<file path="config.mk">
export PLATFORM = sky130hd
export DESIGN_NAME = display_scan_ctrl
export DESIGN_NICKNAME = d
export VERILOG_FILES = /design/src/rtl/display_scan_ctrl.sv
export SDC_FILE = /design/constraint.sdc
export NUM_CORES = 1
export LEC_CHECK = 0
export CAP_MARGIN = 5
export CORE_ASPECT_RATIO = 0.6
export CORE_MARGIN = 2
export CORE_UTILIZATION = 54
export CTS_CLUSTER_SIZE = 16
export DETAILED_ROUTE_END_ITERATION = 6
export PLACE_DENSITY = 0.87
export SLEW_MARGIN = 20
export SYNTH_ARGS = -nofsm -noshare
export SYNTH_HDL_FRONTEND = slang
export SYNTH_SLANG_ARGS = --single-unit
</file>
<file path="constraint.sdc">
create_clock -name clk -period 2.67 [get_ports clk]
set_input_delay 0.801 -clock clk [delete_from_list [all_inputs] [get_ports clk]]
set_output_delay 0.801 -clock clk [all_outputs]
set_load 0.03 [all_outputs]
</file>
<file path="src/rtl/display_scan_ctrl.sv">
// display_scan_ctrl: multiplexes the shared 7-segment decoder between the sign digit (an3)
// and the magnitude digit (an4). A blanking gap precedes each digit. The operand register
// only updates at frame boundaries, so both digits of a frame always show the same value.
module display_scan_ctrl #(
    parameter int unsigned REFRESH_DIV = 50000,
    parameter int unsigned BLANK_CYC   = 16
) (
    input  logic       clk,
    input  logic       rst,
    input  logic       load,
    input  logic [3:0] Data_in,
    output logic [3:0] value,
    output logic       busy,
    output logic       load_ack,
    output logic       frame_tick,
    output logic       dig_sel,
    output logic       seg_en,
    output logic       an3,
    output logic       an4
);

    localparam int unsigned CW = (REFRESH_DIV > 2) ? $clog2(REFRESH_DIV) : 1;
    localparam logic [CW-1:0] BLANK_LAST = CW'(BLANK_CYC - 1);
    localparam logic [CW-1:0] SHOW_LAST  = CW'(REFRESH_DIV - BLANK_CYC - 1);

    typedef enum logic [1:0] {StBlank3, StShow3, StBlank4, StShow4} state_t;

    state_t        r_state;
    state_t        w_state_next;
    logic [CW-1:0] r_cnt;
    logic          w_slot_end;
    logic          w_boundary;

    logic          r_an3;
    logic          r_an4;
    logic          r_seg_en;
    logic          r_dig_sel;
    logic          r_frame_tick;
    logic [3:0]    r_value;
    logic [3:0]    r_shadow;
    logic          r_pending;
    logic          r_load_ack;

    // Slot-end detection and the successor state in the scan ring
    always_comb begin
        w_slot_end   = 1'b0;
        w_state_next = r_state;
        unique case (r_state)
            StBlank3: begin w_slot_end = (r_cnt == BLANK_LAST); w_state_next = StShow3;  end
            StShow3:  begin w_slot_end = (r_cnt == SHOW_LAST);  w_state_next = StBlank4; end
            StBlank4: begin w_slot_end = (r_cnt == BLANK_LAST); w_state_next = StShow4;  end
            StShow4:  begin w_slot_end = (r_cnt == SHOW_LAST);  w_state_next = StBlank3; end
            default:  begin w_slot_end = 1'b1;                  w_state_next = StBlank3; end
        endcase
    end

    assign w_boundary = (r_state == StShow4) && w_slot_end;

    // Scan FSM; outputs are registered alongside the state so they decode from it exactly
    always_ff @(posedge clk or negedge rst) begin
        if (!rst) begin
            r_state      <= StBlank3;
            r_cnt        <= '0;
            r_an3        <= 1'b1;
            r_an4        <= 1'b1;
            r_seg_en     <= 1'b0;
            r_dig_sel    <= 1'b1;
            r_frame_tick <= 1'b0;
        end else begin
            r_frame_tick <= w_boundary;
            if (w_slot_end) begin
                r_cnt   <= '0;
                r_state <= w_state_next;
                unique case (w_state_next)
                    StBlank3: begin r_an3 <= 1'b1; r_an4 <= 1'b1; r_seg_en <= 1'b0; r_dig_sel <= 1'b1; end
                    StShow3:  begin r_an3 <= 1'b0; r_an4 <= 1'b1; r_seg_en <= 1'b1; r_dig_sel <= 1'b1; end
                    StBlank4: begin r_an3 <= 1'b1; r_an4 <= 1'b1; r_seg_en <= 1'b0; r_dig_sel <= 1'b0; end
                    StShow4:  begin r_an3 <= 1'b1; r_an4 <= 1'b0; r_seg_en <= 1'b1; r_dig_sel <= 1'b0; end
                    default:  begin r_an3 <= 1'b1; r_an4 <= 1'b1; r_seg_en <= 1'b0; r_dig_sel <= 1'b1; end
                endcase
            end else begin
                r_cnt <= r_cnt + 1'b1;
            end
        end
    end

    // Operand capture: shadow mid-frame, apply at the boundary (a boundary load bypasses shadow)
    always_ff @(posedge clk or negedge rst) begin
        if (!rst) begin
            r_value    <= 4'd0;
            r_shadow   <= 4'd0;
            r_pending  <= 1'b0;
            r_load_ack <= 1'b0;
        end else if (w_boundary) begin
            if (load) begin
                r_value    <= Data_in;
                r_load_ack <= 1'b1;
                r_pending  <= 1'b0;
            end else if (r_pending) begin
                r_value    <= r_shadow;
                r_load_ack <= 1'b1;
                r_pending  <= 1'b0;
            end else begin
                r_load_ack <= 1'b0;
            end
        end else begin
            r_load_ack <= 1'b0;
            if (load) begin
                r_shadow  <= Data_in;
                r_pending <= 1'b1;
            end
        end
    end

    assign an3        = r_an3;
    assign an4        = r_an4;
    assign seg_en     = r_seg_en;
    assign dig_sel    = r_dig_sel;
    assign frame_tick = r_frame_tick;
    assign value      = r_value;
    assign busy       = r_pending;
    assign load_ack   = r_load_ack;

endmodule
</file>
==> results.yml <==
run_status:
  outcome: "complete, no violations"
clocking:
  clock_sink_count: 32
  post_cts_buffers: 0
  tritoncts: "built"
  postCtsHoldBufs: 0
  ctsResizeCount: 0
  cts_buffers: 5
  cts_buffer_depth: 2
  htreeDepth: 2
  clockRootBuffer: "clkbuf_8"
  clkLatencyLatePin_ns: 0.29
  clk_pin_slew_ns: 0.06
sta:
  worst_pin_slew_ns: 0.4323
  period_share: 0.8732
  hold_viol_final: 0
  rsz0062_at_grt: "no"
  fin_setup_tns_ns: 0
  relSlewSlack: 0.7118
  period_needed_ns: 2.332
  setup_viol: 0
  slew_violations: 0
  clock_skew_ns: 0.007628
  fmax_ghz: 0.4289
synth:
  yosys_warnings: 0
  ys_ff_latch: 32
  yosys.area.top_type: "dfrtp_1"
  synth_cell_types: 26
  synth_cells: 137
  avgSynthCellArea_um2: 11.23
  synth.most_common_cell: "dfrtp_1"
  ys_dominant_reg_cell: "dfrtp_1"
  async_reset_ff_frac: 1.000
  synth_nets: 150
  synthTopCellsByCount: "dfrtp_1, nor2_1, mux2_2"
  netlist_area_um2: 1539
  synthTopCellsByArea: "dfrtp_1, mux2_2, dfstp_2"
  synth-edff-count: 0
  yosysSeqAreaShare: 0.5228
  yosysTopAreaCellShare: 0.4715
die:
  die_h_um: 45.35
  start_util: 0.5896
  ios: 18
  die_x_um: 72.92
  core_um2: 2610
  num_rows: 14
  die_area_um2: 3307
drt:
  wl_per_cell_um: 16.32
  drc: 0
  vias: 1112
  ant_nets: 0
  first_pass_iters: 4
  avgViaCountPerCell: 5.822
  routed_wl_um: 3117
  drt_iter0_markers: 65
worst_setup_path:
  worstSetupPathType: "reg2reg"
  cp.required_ns: 2.84
  cp-end-kind: "register"
  crit_arrival_ns: 2.50
  cp-start-kind: "register"
  critPathMaxFanout: 12
grt:
  grt_pass1_wl_um: 5340
  grtUsageTotal: 0.2259
  antenna_found_initial: 0
  overflow: 0
  grt_max_degree: 33
  grt_pass1_vias: 1122
pwr:
  p_clk_frac: 0.420
  ir_drop_mv: 0.4069
  pwr_density_cell_nw_per_um2: 500.5
  p_leak_nw: 0.8007
  p_total_mw: 0.9211
  swShare: 0.2166
  power_frac_seq: 0.537
  p_switching_mw: 0.1995
  p_int_mw: 0.7216
  comb_power_share: 0.043
final_layout:
  drive_gt1_frac: 0.1887
  final_core_util: 0.7052
  syn_to_final_growth_pct: 19.59
  final_nets: 171
  layout.cells.non_filler: 191
  diodes: 0
  design_area_um2: 1841
placement:
  gp_congestion: 0.8302
  port_buffers: 17
  dp_hpwl_um: 2244
  placed_area_um2: 1747
  placed_cells: 183
flow_run:
  maxCapViolations: 0
hold_path:
  hp-class: "reg2reg"
power by group through the flow:
stage               Combinational, mW  Clock, mW  Sequential, mW
finish                         0.0398      0.387           0.494
global route                   0.0440      0.415           0.495
CTS                            0.0405      0.394           0.494
detailed placement             0.0400          0           0.503
global placement               0.0378          0           0.502
floorplan                      0.0160          0           0.502
cell usage in the layout, fill, tap and decap left out:
master,synthesis,layout
and3_1,2,2
nor2_1,17,17
nand2_1,2,2
or4_1,1,1
nor3_1,7,7
dfstp_2,3,3
mux2_2,13,13
o21ai_0,5,5
or4_4,1,1
ha_1,6,6
nor4_1,4,4
nand3_1,8,8
o2bb2a_1,1,1
or2_2,1,1
nor2b_1,1,1
buf_4,0,3
o31ai_1,3,3
o31ai_4,1,1
dfrtp_1,29,29
clkbuf_1,4,1
xor2_1,7,7
o41a_1,1,1
and4bb_2,1,1
clkinvlp_4,0,1
xnor2_1,7,7
clkdlybuf4s50_1,0,17
clkbuf_8,0,6
nand4_1,4,4
inv_1,6,6
critical path, stage by stage (launching register included):
cell,delay [ns]
dfrtp_1,0.41
or4_1,0.56
or4_4,0.54
o31ai_4,0.32
mux2_2,0.38
state kept, by name (all words and copies together), names as in the netlist:
register,flops
frame_tick,1
seg_en,1
load_ack,1
r_shadow,4
dig_sel,1
an4,1
an3,1
r_state,1
value,4
busy,1
r_cnt,16
routing by layer:
layer  track usage  wire length [µm]  up-vias  share of wire
li1              -                 -      525              -
met1        0.2902              1432      536           0.46
met2        0.3436              1400       40           0.45
met3       0.06696               196       11          0.063
met4        0.1370                87        0          0.028
met5             0                 0        -              0
layout make-up:
type,instances,area [µm²]
sequential,32,804.5
fill,185,769.5
multi-input combinational,93,686.9
timing repair buffer,20,192.7
clock buffer,7,86.33
tap,32,40.04
inverter,6,22.52
clock inverter,1,7.507
stage by stage:
stage / hold slack (ns) / setup WS [ns]
after global routing: 0.5094 / 0.2773
after global placement: 0.4705 / 0.4112
after detailed placement: 0.4823 / 0.3136
after floorplan: 0.4547 / 0.5847
after CTS: 0.4914 / 0.3430
final: 0.4916 / 0.3384
worst paths after layout:
check / cells past startpoint / from / slack [ns] / to
worst max register to register: 4 / r_cnt[6] / 0.34 / r_shadow[0]
max in group asynchronous: 2 / rst / 1.44 / an3
worst min-delay path: 1 / r_cnt[0] / 0.49 / r_cnt[0]
worst max-delay path: 4 / r_cnt[6] / 0.34 / r_shadow[0]
worst min register to register: 1 / r_cnt[0] / 0.49 / r_cnt[0]
min in group asynchronous: 2 / rst / 0.90 / value[3]
cells by family (layout without fill, tap and decap cells):
group | count (synthesis) | count (layout) | synth area share
and+or+nand+nor | 49 | 49 | 0.1642
DFF | 32 | 32 | 0.5228
xor gates and xnor gates | 14 | 14 | 0.07968
muxes | 13 | 13 | 0.09512
buffers and inverters | 12 | 34 | 0.03089
AOI/OAI and AO/OA | 11 | 11 | 0.05853
adders and majority gates | 6 | 6 | 0.04878
(Power assumes the default switching activity.)
==> RTL edit 1 (same flow settings) <==
Make the reset (`rst`) synchronous in 2 clocked blocks.
--- a/src/rtl/display_scan_ctrl.sv
+++ b/src/rtl/display_scan_ctrl.sv
@@ -59,3 +59,3 @@
     // Scan FSM; outputs are registered alongside the state so they decode from it exactly
-    always_ff @(posedge clk or negedge rst) begin
+    always_ff @(posedge clk) begin
         if (!rst) begin
@@ -87,3 +87,3 @@
     // Operand capture: shadow mid-frame, apply at the boundary (a boundary load bypasses shadow)
-    always_ff @(posedge clk or negedge rst) begin
+    always_ff @(posedge clk) begin
         if (!rst) begin
Check against the original RTL: differs if rst is asserted again (counterexample within 4 cycles, from zero or initial values and one cycle with rst low); with rst held inactive, the same outputs for 10 cycles.
==> RTL edit 1 against the original RTL <==
  * Cell area decreased by 7.3%
  * Worst setup slack better by 0.047 ns
  * Wire length fell by 9.7%
  * Synthesized cell count is 12% higher
  * Sequential cell count did not move
  * Via count decreased by 0.18%
  * Sequential share of layout area fell by 6.2 points
  * Sequential power is essentially flat
  * Synthesized area is 6.2% lower
  * Fmax up 2.0%
  * Largest power group unchanged
  * Power down 6.4%
  * Worst hold slack got worse by 0.025 ns
  * Final cell count grew 6.8%
==> RTL edit 1: results <==
{
  "critPathTopFamily": "buffers and inverters",
  "drt_first_iter_violations": 59,
  "wl_met1_um": 1400,
  "wl_per_cell_um": 13.8,
  "hpwl_um": 2080,
  "p_leak_nw": 0.694,
  "synth_fa_ha_area_share_pct": 5.20,
  "vias": 1110,
  "yosysUniqueCellTypes": 29,
  "async_flop_share_pct": 0,
  "gp_congestion": 0.882,
  "outcome": "finished, final reports clean",
  "reg2reg_depth": 5,
  "critPathArrivalTime_ns": 1.48,
  "cts_root_buffer": "clkbuf_8",
  "met2WireLength_um": 1270,
  "r2r-end": "r_cnt[15]",
  "synthTopCellsByArea": "dfxtp_1, mux2i_1, ha_1",
  "whs_path_depth": 2,
  "ir_worst_vdd_v": 0.000290,
  "hold_path_startpoint": "r_shadow[3]",
  "slowest_stage": "clkdlybuf4s50_1",
  "synth_commonest_cells": "dfxtp_1, nor2_1, nand2_1",
  "syn_nets": 167,
  "use_met3_pct": 6.15,
  "numCtsBuffers": 5,
  "grt_max_degree": 16,
  "synth-compound-area-share_pct": 5.11,
  "grt_pass1_vias": 1040,
  "p_int_w": 0.000678,
  "yosysSeqAreaShare_pct": 44.4,
  "grt_usage_pct": 20.5,
  "clk_latency_ns": 0.27,
  "layout.nets": 187,
  "critical_path.max_stage_delay_ns": 0.73,
  "fill_cells": 190,
  "clock_path_buffers": 2,
  "synth.mux.area_fraction_pct": 9.36,
  "drive_gt1_share_pct": 8.72,
  "r2r-start": "r_cnt[12]",
  "cts_resized": 0,
  "grtUsageMet2_pct": 32.0,
  "grt_pass1_wl_um": 4830,
  "holdPathEnd": "r_shadow[3]",
  "finalClockSkew_ns": 0.00274,
  "ff2ff_setup_slack_ns": 0.60,
  "path_max_fanout": 6,
  "hp-class": "reg -> reg",
  "wl_met3_um": 123,
  "use_met1_pct": 27.7,
  "max_slew_margin_pct": 61.4,
  "io_buffers": 17,
  "synthXorXnorAreaFrac_pct": 8.49,
  "top_usage_layer": "met2"
}
-- RTL edit 1: cell types whose count changed in the layout (fill, tap and decap cells not counted), sizes merged, moves of 4 or more --
cell / unedited run / this run
o31ai: 4 / 0
dfrtp: 29 / 0
o211ai: 0 / 4
nor2b: 1 / 5
mux2: 13 / 4
nand2: 2 / 17
dfxtp: 0 / 32
mux2i: 0 / 9
-- RTL edit 1: metrics by stage --
stage	hold WS (ns)	instances	area (um^2)	utilization, %	setup WS [ns]
final	0.467	204	1710	67.7	0.385
after global routing	0.490	204	1710	67.7	0.342
after CTS	0.465	204	1710	67.7	0.367
after detailed placement	0.457	199	1640	64.9	0.360
after global placement	0.436	199	1640	64.9	0.441
after floorplan	0.426	154	1440	-	0.903
-- RTL edit 1: layout make-up --
type | instances | area [um^2] | area share (%)
clock buffer | 5 | 68.8 | 4.03
inverter | 5 | 18.8 | 1.10
multi-input combinational | 112 | 761 | 44.6
sequential | 32 | 641 | 37.5
tap | 32 | 40.0 | 2.35
timing repair buffer | 18 | 178 | 10.4
-- RTL edit 1: power groups by stage --
stage / Combinational, W / Sequential [W] / Clock [W]
finish: 0.0000464 / 0.000494 / 0.000322
global route: 0.0000506 / 0.000494 / 0.000353
CTS: 0.0000463 / 0.000493 / 0.000331
detailed placement: 0.0000464 / 0.000503 / 0
global placement: 0.0000447 / 0.000503 / 0
floorplan: 0.0000276 / 0.000503 / 0
-- RTL edit 1: worst max path at each step --
stage | endpoint | cells after the start | slack [ns] | start
2_1_floorplan | value[0] | 6 | 0.90 | load
3_3_place_gp | value[3] | 6 | 0.44 | load
3_5_place_dp | value[3] | 6 | 0.36 | load
4_1_cts | seg_en | 1 | 0.37 | r_state[0]
5_1_grt | seg_en | 1 | 0.34 | r_state[0]
6_report | seg_en | 1 | 0.39 | r_state[0]
==> RTL edit 2 (same settings) <==
Without the edit above. Set the parameter `REFRESH_DIV` to 100000 (it was 50000).
--- a/src/rtl/display_scan_ctrl.sv
+++ b/src/rtl/display_scan_ctrl.sv
@@ -4,3 +4,3 @@
 module display_scan_ctrl #(
-    parameter int unsigned REFRESH_DIV = 50000,
+    parameter int unsigned REFRESH_DIV = 100000,
     parameter int unsigned BLANK_CYC   = 16
Formal check against the unedited RTL: same outputs for any inputs over 10 cycles, from zero or initial values and one cycle with rst low; that may be too few to reach the edited logic, so the function may still have changed.
==> RTL edit 2 against the original RTL <==
  * Wire length is 1.5% lower
  * Count of clock-buffer cells in the layout is 1 higher
  * Die area is 4.4% higher
  * Sequential cell count is 1 higher
  * Worst setup slack better by 0.060 ns
  * Sequential share of layout area is 0.66 points lower
  * Synthesized area is 4.7% higher
  * Via count is 8.3% higher
  * Cell area is 4.7% higher
  * Power is 3.3% lower
==> RTL edit 2: results <==
{
  "outcome": "finished, final reports clean",
  "yosysUniqueCellTypes": 30,
  "gp_congestion": 0.811,
  "slowest_stage": "clkdlybuf4s50_1",
  "p_leak_nw": 0.858,
  "critPathArrivalTime_ns": 1.47,
  "cts_root_buffer": "clkbuf_8",
  "largest_reg_flops": 17,
  "syn_nets": 165,
  "hpwl_um": 2330,
  "drive_gt1_share_pct": 11.3,
  "clk_latency_ns": 0.28,
  "async_flop_share_pct": 100,
  "hp-class": "reg -> reg",
  "grt_pass1_wl_um": 5380,
  "synthTopCellsByArea": "dfrtp_1, xor2_1, dfstp_2",
  "wl_per_cell_um": 14.0,
  "layout.nets": 189,
  "finalClockSkew_ns": 0.00497,
  "p_int_w": 0.000709,
  "grt_max_degree": 21,
  "drt_first_iter_violations": 76,
  "synth_commonest_cells": "dfrtp_1, nand2_1, nor2_1",
  "hold_path_startpoint": "r_cnt[0]",
  "yosysSeqAreaShare_pct": 51.5,
  "max_slew_margin_pct": 53.9,
  "ir_worst_vdd_v": 0.000294,
  "critical_path.max_stage_delay_ns": 0.66,
  "vias": 1204,
  "numCtsBuffers": 5,
  "grt_usage_pct": 22.0,
  "place_area_um2": 1850,
  "path_max_fanout": 2,
  "post_cts_buffers": 0,
  "yosys_warnings": 0,
  "r2r-start": "seg_en",
  "worstSetupStartpoint": "dig_sel",
  "fill_cells": 234,
  "top_register": "r_cnt",
  "antenna_found_initial": 0,
  "critPathTopFamily": "buffers and inverters"
}
-- RTL edit 2: changes by cell type after synthesis, sizes merged, moves of 3 or more --
| cell | change |
|---|---|
| and2 | +3 |
| mux2 | -8 |
| mux2i | +4 |
| nand2 | +15 |
| nand4 | +4 |
| nor2 | -4 |
| nor3 | -5 |
| o31ai | -4 |
| or3 | +9 |
| xnor2 | -5 |
| xor2 | +5 |
-- RTL edit 2: metal layers --
metal  up-vias  GRT usage [%]  share of wire (%)
li1        577              -                  -
met1       591           29.9                 48
met2        28           32.7                 46
met3         8           7.00                4.5
met4         0           9.64                1.7
met5         -              0                  0
-- RTL edit 2: power groups by stage --
stage / clock [W] / combinational [W] / sequential [W]
global route: 0.000376 / 0.0000408 / 0.000510
floorplan: 0 / 0.0000108 / 0.000518
finish: 0.000344 / 0.0000365 / 0.000510
global placement: 0 / 0.0000358 / 0.000519
CTS: 0.000359 / 0.0000373 / 0.000510
detailed placement: 0 / 0.0000373 / 0.000519
-- RTL edit 2: per-stage QoR --
step	util (%)	setup slack [ns]	hold slack, ns	std cells
3_3_place_gp	64.7	0.565	0.442	211
4_1_cts	67.5	0.381	0.461	219
3_5_place_dp	64.7	0.481	0.452	211
6_report	67.5	0.399	0.453	219
5_1_grt	67.5	0.350	0.474	219
2_1_floorplan	-	0.564	0.423	152
-- RTL edit 2: kinds of logic (layout without fill, tap and decap cells) --
logic type      after synthesis  in the layout  synth area share (%)
flops                        33             33                  51.5
mux                           9              9                  5.98
xor+xnor                     14             14                  7.61
fa+ha+maj                     6              6                  4.66
buf+inv                       9             34                  3.03
compound gates               11             11                  4.19
simple gates                 70             70                  23.1
-- RTL edit 2: final timing paths --
kind                         endpoint  slack, ns  cells after the start
max                           dig_sel       0.40                      1
min in group asynchronous    r_cnt[5]       0.94                      1
min                          r_cnt[0]       0.45                      1
max reg2reg                r_state[1]       0.48                      4
min reg2reg                  r_cnt[0]       0.45                      1
max in group asynchronous   r_cnt[15]       1.19                      2
-- RTL edit 2: layout make-up --
| class | instances | share of cell area (%) |
|---|---|---|
| Clock buffer | 8 | 4.16 |
| Inverter | 5 | 0.974 |
| Multi-Input combinational cell | 110 | 38.1 |
| Timing Repair Buffer | 21 | 11.0 |
| Sequential cell | 33 | 43.1 |
| Tap cell | 42 | 2.73 |
